$ cat src/rtl/sipo_deserializer.sv
// Serial-in/parallel-out deserializer: assembles WIDTH-bit words from a strobed bit
// stream and presents them on a registered valid/ready output with a sticky overrun flag.
module sipo_deserializer #(
  parameter int WIDTH     = 8,
  parameter bit MSB_FIRST = 1'b1
) (
  input  logic                     clk,
  input  logic                     rst_n,
  input  logic                     d,
  input  logic                     d_en,
  input  logic                     clr,
  output logic [WIDTH-1:0]         q,
  output logic                     q_valid,
  input  logic                     q_ready,
  output logic                     overrun,
  output logic [$clog2(WIDTH)-1:0] bit_cnt
);

  localparam int CW = $clog2(WIDTH);
  localparam logic [CW-1:0] LAST_CNT = CW'(WIDTH - 1);

  logic [WIDTH-1:0] r_sr;
  logic [WIDTH-1:0] r_q;
  logic [CW-1:0]    r_cnt;
  logic             r_valid;
  logic             r_ovr;

  logic [WIDTH-1:0] w_shift;
  logic             w_last;
  logic             w_accept;

  // Next shift-register value with the current bit inserted in the configured order.
  always_comb begin
    w_shift = r_sr;
    if (MSB_FIRST) begin
      w_shift = {r_sr[WIDTH-2:0], d};
    end else begin
      w_shift = {d, r_sr[WIDTH-1:1]};
    end
  end

  assign w_last   = d_en && (r_cnt == LAST_CNT);
  assign w_accept = r_valid && q_ready;

  // Shift, count, word hand-off and overrun tracking; clr overrides everything.
  always_ff @(posedge clk or negedge rst_n) begin
    if (!rst_n) begin
      r_sr    <= {WIDTH{1'b0}};
      r_q     <= {WIDTH{1'b0}};
      r_cnt   <= {CW{1'b0}};
      r_valid <= 1'b0;
      r_ovr   <= 1'b0;
    end else if (clr) begin
      r_sr    <= {WIDTH{1'b0}};
      r_q     <= {WIDTH{1'b0}};
      r_cnt   <= {CW{1'b0}};
      r_valid <= 1'b0;
      r_ovr   <= 1'b0;
    end else begin
      if (d_en) begin
        r_sr  <= w_shift;
        r_cnt <= w_last ? {CW{1'b0}} : (r_cnt + CW'(1));
      end
      if (w_last) begin
        // A completing word may replace q only if the slot is empty or drained this edge.
        if (!r_valid || q_ready) begin
          r_q     <= w_shift;
          r_valid <= 1'b1;
        end else begin
          r_ovr <= 1'b1;
        end
      end else if (w_accept) begin
        r_valid <= 1'b0;
      end
    end
  end

  assign q       = r_q;
  assign q_valid = r_valid;
  assign overrun = r_ovr;
  assign bit_cnt = r_cnt;

endmodule

$ cat config.mk
export PLATFORM = sky130hd
export DESIGN_NAME = sipo_deserializer
export DESIGN_NICKNAME = d
export VERILOG_FILES = /design/src/rtl/sipo_deserializer.sv
export SDC_FILE = /design/constraint.sdc
export NUM_CORES = 1
export LEC_CHECK = 0
export ABC_CLOCK_PERIOD_IN_PS = 3400
export BUFFER_PORTS_ARGS = -buffer_cell sky130_fd_sc_hd__buf_2
export CAP_MARGIN = 10
export CORE_MARGIN = 2
export CORE_UTILIZATION = 55
export CTS_BUF_LIST = sky130_fd_sc_hd__clkbuf_8
export CTS_CLUSTER_DIAMETER = 80
export DETAILED_ROUTE_END_ITERATION = 7
export HOLD_SLACK_MARGIN = 0.03
export PLACE_DENSITY = 0.8
export SKIP_LAST_GASP = 1
export SLEW_MARGIN = 10
export SYNTH_ARGS = -nofsm -noshare
export SYNTH_HDL_FRONTEND = slang
export SYNTH_SLANG_ARGS = --single-unit
$ cat constraint.sdc
create_clock -name clk -period 3.4 [get_ports clk]
set_input_delay 0 -clock clk [delete_from_list [all_inputs] [get_ports clk]]
set_output_delay 0 -clock clk [all_outputs]
set_load 0.1 [all_outputs]
# After elaboration in Yosys (flattened, before gate mapping)
# Cells that the tools add are included.
[op_classes]
addsub = 1
eq_ne = 3
mux = 15
reduce_logical = 11
[op_table]
columns = ["cell", "count"]
rows = [
  ["$mux W8", 3],
  ["$mux W7", 2],
  ["$mux W3", 3],
  ["$mux W1", 7],
  ["$reduce_and A2 Y1", 3],
  ["$reduce_bool A2 Y1", 3],
  ["$add A3 B1 Y3 const B", 1],
  ["$eq A3 B3 Y1 const B", 1],
  ["$ne A3 B2 Y1 const B", 1],
  ["$reduce_bool A3 Y1", 1],
  ["$logic_and A1 B1 Y1", 2],
  ["$ne A2 B2 Y1 const B", 1],
  ["$logic_not A1 Y1", 1],
  ["$logic_or A1 B1 Y1", 1],
]
[word_totals]
reg_bits = 20
out_inout_bits = 13
elab_cells = 35

# Depth between registers and ports, before layout
[depth]
depth_word = 5
mapped_depth = 6

# Worst setup path after synthesis
# No wires, ideal clock.
[synth_path]
path_kind = "register to register"
from = "register r_cnt[0], in the netlist bit_cnt[0]"
to = "register r_q[0], in the netlist q[0]"
setup_ps = 79
t_arrival_ps = 1880
required_ps = 3321
setup_slack_ps = 1441
path_stages_with_launch = 7
synth_period_minus_slack_ps = 1959
path_cell_list = "dfrtp_1 > ha_1 > ha_1 > nand2_2 > nor2b_4 > buf_6 > mux2i_1"
[synth_via]
elab_chain_cells = 4
[synth_lines]
columns = ["element", "line_no", "rtl"]
rows = [
  ["start: declaration", "24", "logic [CW-1:0] r_cnt;"],
  ["start signal: assignment", "50", "r_cnt <= {CW{1'b0}};"],
  ["start signal: assignment", "56", "r_cnt <= {CW{1'b0}};"],
  ["start signal: assignment", "62", "r_cnt <= w_last ? {CW{1'b0}} : (r_cnt + CW'(1));"],
  ["$eq A3 B3 Y1", "42", "assign w_last = d_en && (r_cnt == LAST_CNT);"],
  ["$logic_and A1 B1 Y1", "42", ""],
  ["$reduce_bool A2 Y1 (no source line)", "--", ""],
  ["$reduce_and A2 Y1 (no source line)", "--", ""],
  ["end signal: assignment", "49", "r_q <= {WIDTH{1'b0}};"],
  ["end signal: assignment", "55", "r_q <= {WIDTH{1'b0}};"],
  ["end signal: assignment", "67", "r_q <= w_shift;"],
  ["end: declaration", "23", "logic [WIDTH-1:0] r_q;"],
]
# No other way between the ends.
# A chain may end at the register's enable or synchronous reset.

# Final worst setup path
[layout_path]
from = "register r_cnt[0], in the netlist bit_cnt[0]"
to = "register r_q[3], in the netlist q[3]"
# The elaborated chain is that of the path after synthesis.

==> flow_summary.ini <==
[outcome]
status = finished clean

[global_route]
groute.usage.overall_pct = 17.7
antenna_found_initial = 0
grt_pass1_wl_mm = 2.64
grt_pass1_vias = 621
grt-ovfl-total = 0
grt_max_degree = 29

[worst_setup_path]
crit_family = simple AND/OR/NAND/NOR gates
cp_num_buf_inv = 0
r2r_slack_ps = 1960
timing.rr.end = q[3]$_DFFE_PN0P_
startpoint = bit_cnt[0]$_DFFE_PN0P_
rr_worst_depth = 5
cp_max_fo = 8
cp-endpoint = q[3]$_DFFE_PN0P_
path_depth = 5
crit_slowest_cell = dfrtp_1
worstSetupStartpointType = flip-flop
crit_top_cell = ha_1
crit_path_max_incr_delay_ps = 380
r2r-start = bit_cnt[0]$_DFFE_PN0P_
critPathRequiredTime_ps = 3570
worstSetupPathType = flip-flop to flip-flop
setup.worst_path.end_class = flip-flop
cp_cell_sequence = ha_1 -> ha_1 -> nand2_2 -> nor2b_4 -> mux2i_1
arrival_ps = 1610

[final_layout]
drive_above_1_share_pct = 26.0
diodes = 0
nNetsFinal = 109
area_growth_pct = 16.4
fin_util_pct = 70.5

[place]
gp_congestion = 0.725
dpl.hpwl_um = 981
io_buffers = 18

[clock_tree]
cts-hold-fix-buffers = 3
cts-resized-gates = 0
path_clk_slew_ps = 70
cts_buffer_depth = 2
post_cts_buffers = 0
cts_root_buffer = clkbuf_8
cts_tree = yes
worst_skew_pair.late_latency_ps = 250
clock_sinks = 20
cts_inserted_buffers = 3
htree_levels = 1

[drt]
drt_iter0_drc = 6
routed.top_layer = met3
dr_wl_met2_um = 728
routedWlPerCell_um = 12.7
drc = 0
wl_met1_um = 697
final_antenna_net_count = 0
first_pass_iters = 4
met3WireLength_um = 43
vias = 588
post_drt_via_cell_ratio = 5.07
wl_mm = 1.47

[sta]
finClkSkew_ps = 1.83
period_needed_ps = 1440
final-setup-viol-count = 0
fin_hold_ws_ps = 155
final-hold-violation-count = 0
clock.fmax_ghz = 0.695
rsz0062_at_grt = no
slew_headroom_pct = 67.8
final.setup.tns_ps = 0
post-route-period-util_pct = 42.3
worst_pin_slew_ps = 486
slew_viol_final = 0

[yosys]
syn_avg_cell_area_um2 = 11.8
syn_inst = 80
synth_warnings = 0
synth_seq_cells = 20
ys_types = 17
synth_nets = 88
ys_seq_area_share_pct = 53.0
synth_area_um2 = 945

[power]
power_density_nw_per_um2 = 421
pwr-share-seq_pct = 52.7
intPower_mw = 0.358
power_mw = 0.463
p_comb_share_pct = 9.6
power_switching_mw = 0.105
peakVddDrop_mv = 0.290
power_leakage_nw = 0.562
swShare_pct = 22.6
clock_power_share_pct = 37.7

[worst_hold_path]
hold_class = primary input to flip-flop

[floorplan]
die_area_um2 = 2070
start_util_pct = 60.6
die_w_um = 45.4
num_rows = 14
ioPinCount = 19
die-height_um = 45.4
core-area_um2 = 1560

[flow_run]
cap_violations = 0
==> area by class of cell <==
| class | count | area (um^2) |
|---|---|---|
| flip-flops and latches | 20 | 500 |
| fillers | 123 | 459 |
| multi-input cells | 54 | 400 |
| repair buffers | 21 | 120 |
| clock buffers | 4 | 55.1 |
| well taps | 16 | 20.0 |
| inverters | 1 | 3.75 |
==> layer usage <==
| metal | track usage [%] | up-vias |
|---|---|---|
| li1 | - | 299 |
| met1 | 24.0 | 281 |
| met2 | 28.7 | 8 |
| met3 | 3.57 | 0 |
| met4 | 5.29 | 0 |
| met5 | 0 | - |
==> sequential cells by signal, indices dropped and copies added, names as in the netlist <==
register and cells:
q 8, q_valid 1, r_sr 7, bit_cnt 3
overrun 1
==> logic make-up after synthesis <==
kind of cell,share of synthesized area [%]
AO/OA/AOI/OAI,2.65
adder cells (fa/ha/maj),2.65
multiplexers,17.0
flip-flops,53.0
buffers and inverters,4.64
AND/OR/NAND/NOR,20.1
==> synthesized netlist by cell type <==
library cell	n	area [um^2]
nand2_1	1	3.75
buf_6	2	22.5
nor2b_4	1	13.8
nand2b_4	1	13.8
ha_1	2	25.0
nor3b_1	1	7.51
nand2_2	1	6.26
inv_1	1	3.75
nand3b_1	1	7.51
nor2_1	10	37.5
dfrtp_1	20	500
buf_2	2	10.0
a21oi_1	3	15.0
mux2i_1	16	160
o21ba_2	1	10.0
nand2b_1	16	100
buf_4	1	7.51
==> placed cells by master (no fill, tap or decap), types with 2 or more instances in the layout <==
master         synthesis  layout
dfrtp_1               20      20
buf_2                  2      18
mux2i_1               16      16
nand2b_1              16      16
nor2_1                10      10
clkbuf_8               0       4
a21oi_1                3       3
dlygate4sd3_1          0       3
ha_1                   2       2
==> worst min-delay path by stage <==
| stage | start | end | slack, ps | depth (start not counted) |
|---|---|---|---|---|
| floorplan | rst_n | bit_cnt[0]$_DFFE_PN0P_ | -300 | 0 |
| global placement | rst_n | bit_cnt[0]$_DFFE_PN0P_ | -40 | 1 |
| detailed placement | rst_n | bit_cnt[0]$_DFFE_PN0P_ | -30 | 1 |
| CTS | clr | r_sr[6]$_DFFE_PN0P_ | 150 | 2 |
| global route | d_en | bit_cnt[2]$_DFFE_PN0P_ | 180 | 3 |
| finish | clr | r_sr[1]$_DFFE_PN0P_ | 150 | 2 |
==> stage by stage <==
stage,setup WS [ps],area (um^2),cells
6_report,1960,1100,116
3_3_place_gp,2030,1010,109
5_1_grt,1830,1100,116
2_1_floorplan,1440,945,80
3_5_place_dp,1980,1010,109
4_1_cts,1950,1100,116
==> power groups by stage <==
stage	sequential (mW)	combinational, mW	clock, mW
after floorplan	0.262	0.0189	0
after global placement	0.248	0.0416	0
after detailed placement	0.248	0.0423	0
after CTS	0.244	0.0449	0.179
after global routing	0.244	0.0493	0.188
final	0.244	0.0446	0.174
Note: power is estimated with default switching activity, not from simulation.
